## config.mk

```make
export PLATFORM = sky130hd
export DESIGN_NAME = stimulus_sequencer
export DESIGN_NICKNAME = d
export VERILOG_FILES = /design/src/rtl/stimulus_sequencer.sv
export SDC_FILE = /design/constraint.sdc
export NUM_CORES = 1
export LEC_CHECK = 0
export CORE_MARGIN = 1
export CORE_UTILIZATION = 39
export DETAILED_ROUTE_END_ITERATION = 8
export GPL_ROUTABILITY_DRIVEN = 0
export GPL_TIMING_DRIVEN = 0
export PLACE_DENSITY = 0.62
export SYNTH_ARGS = -nofsm -noshare
export SYNTH_HDL_FRONTEND = slang
export SYNTH_SLANG_ARGS = --single-unit
```

## constraint.sdc

```tcl
create_clock -name clk -period 3.1 [get_ports clk]
set_input_delay 0.31 -clock clk [delete_from_list [all_inputs] [get_ports clk]]
set_output_delay 0.31 -clock clk [all_outputs]
set_load 0.05 [all_outputs]
```

## src/rtl/stimulus_sequencer.sv

```systemverilog
// -----------------------------------------------------------------------------
// stimulus_sequencer
//
// Purpose:
//   Sweeps the 2-bit control pattern {a,b} through 00, 01, 10, 11. Each pattern
//   is held for DWELL clock cycles. The block drives the control operands of a
//   downstream gate module. A sweep starts on 'start' and can be cut short by
//   'abort'. 'done' pulses for one cycle when a sweep completes.
//
// Parameters:
//   DWELL  - cycles each pattern is held (1..255, default 2)
//
// Ports:
//   clk    in   1  single clock, rising edge
//   rst_n  in   1  asynchronous active-low reset
//   start  in   1  begin a sweep (sampled on clk; ignored while busy)
//   abort  in   1  stop any sweep (sampled on clk; wins over start/completion)
//   a      out  1  first control operand  (step[1])
//   b      out  1  second control operand (step[0])
//   step   out  2  index of the current pattern
//   busy   out  1  high while a sweep is in progress
//   done   out  1  one-cycle pulse when a sweep completes
//
// Configuration:
//   STIMULUS_SEQUENCER_LOOP_EN - when defined, the sweep wraps from step 3
//   back to step 0 and keeps running. 'done' still pulses once per sweep and
//   'busy' stays high; only abort or reset leaves RUN. When undefined, the
//   block is one-shot.
// -----------------------------------------------------------------------------
module stimulus_sequencer #(
  parameter int unsigned DWELL = 2
) (
  input  logic       clk,
  input  logic       rst_n,
  input  logic       start,
  input  logic       abort,
  output logic       a,
  output logic       b,
  output logic [1:0] step,
  output logic       busy,
  output logic       done
);

  typedef enum logic {
    IDLE = 1'b0,
    RUN  = 1'b1
  } state_t;

  // Terminal value of the dwell counter. The counter never passes it, so it
  // cannot overflow for any legal DWELL.
  localparam logic [7:0] DWELL_LAST = 8'(DWELL - 1);

  state_t     state_reg, state_next;
  logic [7:0] cnt_reg,   cnt_next;
  logic [1:0] step_reg,  step_next;
  logic       done_reg,  done_next;

  always_ff @(posedge clk or negedge rst_n) begin
    if (!rst_n) begin
      state_reg <= IDLE;
      cnt_reg   <= 8'd0;
      step_reg  <= 2'd0;
      done_reg  <= 1'b0;
    end else begin
      state_reg <= state_next;
      cnt_reg   <= cnt_next;
      step_reg  <= step_next;
      done_reg  <= done_next;
    end
  end

  always_comb begin
    state_next = state_reg;
    cnt_next   = cnt_reg;
    step_next  = step_reg;
    done_next  = 1'b0;

    case (state_reg)
      IDLE: begin
        cnt_next  = 8'd0;
        step_next = 2'd0;
        // abort has priority over a simultaneous start.
        if (start && !abort) begin
          state_next = RUN;
        end
      end

      RUN: begin
        if (abort) begin
          // Abort also wins over a completion in the same cycle, so no done.
          state_next = IDLE;
          cnt_next   = 8'd0;
          step_next  = 2'd0;
        end else if (cnt_reg == DWELL_LAST) begin
          cnt_next = 8'd0;
          if (step_reg == 2'd3) begin
            done_next = 1'b1;
            step_next = 2'd0;
`ifdef STIMULUS_SEQUENCER_LOOP_EN
            state_next = RUN;
`else
            state_next = IDLE;
`endif
          end else begin
            step_next = step_reg + 2'd1;
          end
        end else begin
          cnt_next = cnt_reg + 8'd1;
        end
      end

      default: begin
        state_next = IDLE;
        cnt_next   = 8'd0;
        step_next  = 2'd0;
      end
    endcase
  end

  // All outputs come straight from state registers. No input reaches an
  // output without passing through a flop.
  assign step = step_reg;
  assign a    = step_reg[1];
  assign b    = step_reg[0];
  assign busy = (state_reg == RUN);
  assign done = done_reg;

endmodule

```

# == Yosys cells after proc, flatten, opt, wreduce, memory -nomap -nowiden ==
# Cells that the tools add are included.
# word_totals
register_bits,12
latchBits,0
ramBits,0
romBits,0
in_bits,4
output_inout_bits,6
word_cells,28
mem_count,0
# op_classes
addsub,2
n_mul,0
div,0
order_cmp,0
n_eq_ne,3
shift,0
mux,16
bitwise_logic,1
reduce_logical,2
# ops
cell,n
$mux 8,2
$pmux 8 s2,1
$add 8x1->8 const B,1
$eq 8x1->1 const B,1
$mux 1,8
$mux 2,3
$pmux 2 s2,1
$ne 3x2->1 const B,1
$add 2x1->2 const B,1
$eq 2x2->1 const B,1
$pmux 1 s2,1
$logic_and 1x1->1,1
$logic_not 1->1,1
$not 1->1,1

# == Logic depth before layout (Yosys ltp) ==
# Gate-level depths: netlist (run 1).
# logic_depth
depth_word,5
ltp_mapped,5
depth_no_buf,5

# == Least setup slack after synthesis (run 1) ==
# No wires, ideal clock.
# synth_path
path_kind,register to register
start,register cnt_reg[1]
end,register step_reg[0] (netlist: step[0])
arrival_ps,1606
required_ps,3022
setup_slack_ps,1416
stages_incl_launch_ff,6
path_cell_list,dfrtp_1 > inv_1 > ha_1 > or4b_4 > or4_1 > a21oi_1
# synth_via
elab_chain_len,2
# synth_lines
element,line,rtl
"start, declared",54,"logic [7:0] cnt_reg, cnt_next;"
"start signal, assigned",66,cnt_reg <= cnt_next;
$eq 8x1->1,94,end else if (cnt_reg == DWELL_LAST) begin
$ne 3x2->1 (no source line),-,
"end signal, assigned",67,step_reg <= step_next;
"end, declared",55,"logic [1:0] step_reg, step_next;"
# Every way passes these cells.
# A chain may end at the register's enable or synchronous reset.

# == Worst setup path after layout (run 1) ==
# layout_path
start,register cnt_reg[1]
end,register cnt_reg[2]
# layout_via
elab_chain_len,4
# layout_lines
element,line,rtl
$add 8x1->8 / $eq 8x1->1 (equally long branches),"108, 94",
$mux 8 *,94,
$mux 8 *,89,if (abort) begin
$pmux 8 s2 *,78,case (state_reg)
via cnt_next[2],54,
# The timed path passes the listed nets; every way through them passes the cells marked *.

==> results.md, run 1 <==
- Status: finished clean
- I/O Pins: 10
- Die W: ~41 um
- Setup TNS: 0 ns
- Largest net degree at the start of global routing: 13
- Crit-path max FO: 6
- Worst Max-Slew Pin Slew: approximately 0.76 ns
- Die height: 40.5 um
- I/O Buffers: 9
- Initial core utilization: 0.434
- Cell taking the most area after synthesis: dfrtp_1
- Seq/Total Area, Yosys: 0.518
- Fraction of layout cells with a size suffix above 1: 0.116
- Die ar.: ~0.0016 mm2
- CTS tree: yes
- Seq pwr share: 0.567
- DRC Markers: 0
- Clk_skew: just under 0.005 ns
- Hold Fails Final Rpt: 0
- Initial DRC count: 10
- Max reg flops: 8
- Synth warnings: 0
- LEAKAGE: 0.304 nW
- Vias in the first global route: 425
- Final setup fails: 0
- Reg clk slew, reported paths: 0.08 ns
- Power, Total: 0.000284 W
- Via-per-instance ratio: 5.30
- WS Path Type: reg -> reg
- Post-CTS Setup Inserts: 0
- Post-route minimum period: ~2.0 ns
- Cell Int Power: 0.000213 W
- Wire per inst: ~13 um
- Synth unique cells: 20
- Buf/Inv on CP: 1
- Crit path DAT: 2.10 ns
- Post-Syn Instances: 57
- Startpoint Class: register
- Post-CTS sizing: 0
- Top delay family on crit path: compound AO/OA/AOI/OAI gates
- Clock power frac: 0.346
- Final core utilization: 0.533
- Clock root buffer: clkbuf_4
- Max cap viols: 0
- Initial antenna violation count: 0
- Ant diodes: 0
- Mapped cell area: 579 um2
- Combinational group share of total power: 0.087
- Detail Route Antenna Nets: 0
- Row count: 13
- P&R area growth vs syn: 22.7%
- Share of the synthesized area in the top cell type: 0.518
- Clock sink count: 12
- Drt pass-1 iters: 4
- Total CTS buffers: 3
- Unrepaired setup endpoints after global routing: no
- Hold_ws: 0.386 ns
- Via count: about 450
- Final Cycle Share: 0.634
- Aggregate global routing overflow: 0
- Final #Nets: 78
- DRT Wirelength: ~1.1 mm
- Post-synth net total: between 60 and 70
- CTS max path bufs: 2
- Max Slew Vio Count: 0
- Core area: roughly 0.0013 mm2
- Sw Pwr: 0.0000704 W
- Fmax: ~0.5 GHz
- Worst vdd ir: between 0.0003 and 0.0004 V
- Crit end category: register
- Later-pin clock latency in the skew report: 0.28 ns
- Average size of a mapped cell: ~10 um2
- Synth Register Bits: 12
- CP peak stage delay: ~0.63 ns
- CP Cell Sequence: inv_1, ha_1, or4b_4, o21ai_0, nor2_1
- DPL Wire Length: between 700 and 800 um
- Htree depth: 1
- GRT Total Usage: 0.181
- Largest cells by area after synthesis: dfrtp_1, ha_1, o21ai_0
- R2R Setup Slk: ~1.1 ns
- Hold WC Path Type: in -> async
- Slowest CP cell: o21ai_0
- Slew margin rel.: 0.491
- Pwr Density: ~400 mW/mm2
- Sw frac: 0.248
- CTS Hold Bufs: 0
- WP data required: ~3.2 ns
- First-pass GRT wire length: roughly 1.8 mm
path summary, 6_finish.rpt:
check                                     startpoint                   end  cells after the start
worst max-delay path            cnt_reg[1]$_DFF_PN0_  cnt_reg[2]$_DFF_PN0_                      5
worst min-delay path                           rst_n   step[1]$_DFFE_PN0P_                      1
worst max register to register  cnt_reg[1]$_DFF_PN0_  cnt_reg[2]$_DFF_PN0_                      5
worst min register to register  cnt_reg[0]$_DFF_PN0_  cnt_reg[0]$_DFF_PN0_                      1
max in group asynchronous                      rst_n  cnt_reg[2]$_DFF_PN0_                      1
min in group clk                cnt_reg[0]$_DFF_PN0_  cnt_reg[0]$_DFF_PN0_                      1
stage by stage:
| stage | setup WS, ns | instances | instance area [um2] |
|---|---|---|---|
| final | 1.14 | 84 | 711 |
| after CTS | 1.11 | 84 | 711 |
| after floorplan | 1.42 | 57 | 579 |
| after detailed placement | 1.13 | 81 | 688 |
| after global placement | 1.16 | 81 | 688 |
| after global routing | 0.943 | 84 | 711 |
area by class of cell:
class                      instances  area (um2)
timing repair buffer               9        90.1
clock buffer                       3        22.5
inverter                           3        11.3
multi-input combinational         40         253
fill                             119         623
buffer                             2        15.0
sequential                        12         300
tap                               15        18.8
power groups by stage:
stage               clock [W]  combinational (W)  sequential (W)
finish              0.0000982          0.0000247        0.000161
global route         0.000108          0.0000270        0.000161
CTS                  0.000101          0.0000251        0.000161
detailed placement          0          0.0000250        0.000164
global placement            0          0.0000244        0.000164
floorplan                   0         0.00000879        0.000168
routing by layer:
metal  GRT usage  up-vias  wire, um
met2       0.274       12       500
li1            -      223         -
met5           0        -         0
met3      0.0500        5        42
met4       0.150        0        37
met1       0.209      205       493
kinds of logic (layout without fill, tap and decap cells):
kind of cell,Yosys count,after routing,share of synthesized area
xor gates and xnor gates,3,3,0.0454
adders and majority gates,3,3,0.0648
AOI/OAI and AO/OA,12,12,0.110
and+or+nand+nor,22,22,0.216
buffers and inverters,5,17,0.0453
DFF,12,12,0.518
synthesized netlist by cell type:
library cell  instances
dfrtp_1              12
inv_1                 3
nand3_1               3
xor2_1                2
or4b_4                1
ha_1                  3
or3_1                 3
or3_2                 2
nand2b_1              1
or4_1                 1
nand2_1               1
buf_4                 2
a21oi_1               5
xnor2_1               1
a311oi_1              1
and3_1                1
nor2b_1               1
o21ai_0               6
nand4_1               1
nor2_1                7
cells in the final DEF (no fill, tap or decap):
cell type        instances
dfrtp_1                 12
clkdlybuf4s50_1          9
nor2_1                   7
o21ai_0                  6
a21oi_1                  5
nand3_1                  3
or3_1                    3
inv_1                    3
ha_1                     3
clkbuf_4                 3
xor2_1                   2
or3_2                    2
buf_4                    2
nand2b_1                 1
or4b_4                   1
nor2b_1                  1
xnor2_1                  1
nand2_1                  1
nand4_1                  1
a311oi_1                 1
and3_1                   1
or4_1                    1
Power figures use the tool's default switching activity.
==> inputs of run 2 (changes only) <==
--- a/config.mk
+++ b/config.mk
@@ -10,7 +10,7 @@
 export DETAILED_ROUTE_END_ITERATION = 8
 export GPL_ROUTABILITY_DRIVEN = 0
 export GPL_TIMING_DRIVEN = 0
-export PLACE_DENSITY = 0.62
+export PLACE_DENSITY = 0.64
 export SYNTH_ARGS = -nofsm -noshare
 export SYNTH_HDL_FRONTEND = slang
 export SYNTH_SLANG_ARGS = --single-unit
==> constraint.sdc (replaced) <==
create_clock -name clk -period 1.7 [get_ports clk]
set_input_delay 0.17 -clock clk [delete_from_list [all_inputs] [get_ports clk]]
set_output_delay 0.17 -clock clk [all_outputs]
set_load 0.05 [all_outputs]
==> run 2 against run 1 <==
Effect of this change:
- the run now ends with negative setup slack left
- largest power group unchanged
- flip-flop and latch count stayed put
- design area is 5.5% higher
- combinational power is 110% higher
- sequential share of layout area is 2.2 points lower
- via count is 2.0% lower
- final cell count is 3.6% higher
- largest cell class unchanged
- non-clock buffer count is 3 higher
- worst setup slack worse by 1.2 ns
- hold slack worse by 0.14 ns
- register-to-register slack worse by 1.2 ns
==> results.md, run 2 (same netlist as run 1, synthesis figures left out) <==
- Max reg flops: 8
- Via count: between 400 and 500
- Aggregate global routing overflow: 0
- Detail Route Antenna Nets: 0
- Crit-path max FO: 4
- Pwr Density: a little under 700 mW/mm2
- Core area: 0.00133 mm2
- CTS tree: yes
- Post-route worst setup slack: -0.0237 ns
- Unrepaired setup endpoints after global routing: yes
- DPL Wire Length: 710 um
- Finished Cell Area: 749 um2
- CTS max path bufs: 2
- Sw frac: 0.239
- Commonest cells after routing, fill and taps aside: dfrtp_1, nor2_1, buf_4, o21ai_0, clkdlybuf4s50_1
- Hold_ws: 0.247 ns
- First-pass GRT wire length: 1.66 mm
- Seq pwr share: 0.567
- Sw Pwr: about 0.00012 W
- Drt pass-1 iters: 4
- Most common cell after layout, fill and taps aside: dfrtp_1
- Wire per inst: approximately 12 um
- Crit end category: register
- Hold Fails Final Rpt: 0
- Crit path DAT: 1.93 ns
- Post-route insts no fill: a little under 90
- Fraction of layout cells with a size suffix above 1: 0.181
- DRC Markers: 0
- Initial antenna violation count: 0
- Fmax: between 0.5 and 0.6 GHz
- I/O Buffers: 9
- Violated checks: negative setup slack
- Setup TNS: -0.0238 ns
- Die height: around 40 um
- Final Cycle Share: 1.01
- Reg clk slew, reported paths: around 0.08 ns
- Initial DRC count: 9
- WP data required: between 1.5 and 2 ns
- Worst Max-Slew Pin Slew: between 0.5 and 0.6 ns
- Max Slew Vio Count: 0
- Clk_skew: around 0.006 ns
- Final setup fails: 2
- Initial core utilization: 0.434
- Status: finished with violations
- Combinational group share of total power: 0.099
- Slowest CP cell: or4_1
- Clock root buffer: clkbuf_4
- Startpoint Class: register
- GRT Total Usage: 0.161
- LEAKAGE: about 0.38 nW
- Clock power frac: 0.334
- Final #Nets: 81
- Row count: 13
- Die ar.: 0.00164 mm2
- Total CTS buffers: 3
- Largest net degree at the start of global routing: 13
- I/O Pins: 10
- Ant diodes: 0
- Placed Cells incl. Taps: between 80 and 90
- P&R area growth vs syn: 29.4%
- CP Cell Sequence: inv_1, ha_1, or4b_4, or4_1, a21oi_2
- DRT Wirelength: between 1 and 1.5 mm
- Cell Int Power: roughly 0.0004 W
- Slew margin rel.: 0.643
- Hold WC Path Type: in -> async
- Post-route minimum period: 1.72 ns
- Htree depth: 1
- Via-per-instance ratio: 5.01
- Die W: 40.5 um
- Placed cell areas: ~690 um2
- Clock sink count: 12
- Max cap viols: 0
- CP peak stage delay: 0.50 ns
- Worst vdd ir: around 0.00038 V
- Vias in the first global route: approximately 410
- Later-pin clock latency in the skew report: between 0.2 and 0.3 ns
- WS Path Type: reg -> reg
==> run 2: cell count changes in the layout (fill, tap and decap cells not counted) <==
cell	before	now
dlygate4sd2_1	0	2
o21ai_0	6	4
a21oi_1	5	3
buf_4	2	5
clkdlybuf4s50_1	9	4
a21oi_2	0	2
or3_2	2	1
dlymetal6s2s_1	0	3
o21ai_1	0	2
or3_4	0	1
==> run 2: power by group through the flow <==
| stage | Clock [W] | Combinational, W | Sequential (W) |
|---|---|---|---|
| after floorplan | 0 | 0.0000160 | 0.000306 |
| after global placement | 0 | 0.0000447 | 0.000299 |
| after detailed placement | 0 | 0.0000448 | 0.000299 |
| after CTS | 0.000183 | 0.0000511 | 0.000292 |
| after global routing | 0.000197 | 0.0000560 | 0.000293 |
| final | 0.000172 | 0.0000508 | 0.000292 |
==> run 2: area by class of cell <==
cell class,instances,area [um2]
repair buffers,12,118
multi-input cells,40,264
inverters,3,11.3
well taps,15,18.8
clock buffers,3,22.5
plain buffers,2,15.0
flip-flops and latches,12,300
fillers,111,584
==> run 2: layer usage <==
layer | share of wire | wire length [um] | global-route usage
met5 | 0 | 0 | 0
met4 | 0 | 0 | 0.0750
met3 | 0.048 | 49 | 0.0500
met2 | 0.43 | 442 | 0.226
met1 | 0.52 | 527 | 0.222
==> run 2: metrics by stage <==
stage          utilization  power, W  setup slack (ns)
6_report             0.562  0.000515           -0.0237
5_1_grt              0.562  0.000546           -0.0702
4_1_cts              0.553  0.000526           -0.0210
3_5_place_dp         0.516  0.000344            -0.270
3_3_place_gp         0.516  0.000344            -0.249
2_1_floorplan            -  0.000322            0.0158
==> run 2: path summary, 6_finish.rpt <==
path | cells after the start | startpoint | slack (ns) | to
setup / recovery | 5 | cnt_reg[1]$_DFF_PN0_ | -0.02 | step[0]$_DFFE_PN0P_
hold / removal | 1 | rst_n | 0.25 | step[0]$_DFFE_PN0P_
setup reg to reg | 5 | cnt_reg[1]$_DFF_PN0_ | -0.02 | step[0]$_DFFE_PN0P_
hold reg to reg | 1 | busy$_DFF_PN0_ | 0.54 | busy$_DFF_PN0_
max in group asynchronous | 1 | rst_n | 1.09 | cnt_reg[0]$_DFF_PN0_
min in group clk | 3 | start | 0.48 | busy$_DFF_PN0_
==> run 2: critical path: cells and delay by family, from the launching register on <==
kind                       cells  cell delay, ns
and+or+nand+nor                2            0.98
DFF                            1            0.38
adders and majority gates      1            0.13
AOI/OAI and AO/OA              1            0.12
buffers and inverters          1            0.06
==> run 2: repair_timing <==
action                     4_1_cts  5_1_grt
resized for setup                5        5
hold buffers                     0        0
hold endpoints to repair         0        0
setup endpoints to repair       10       11
setup buffers                    3        0
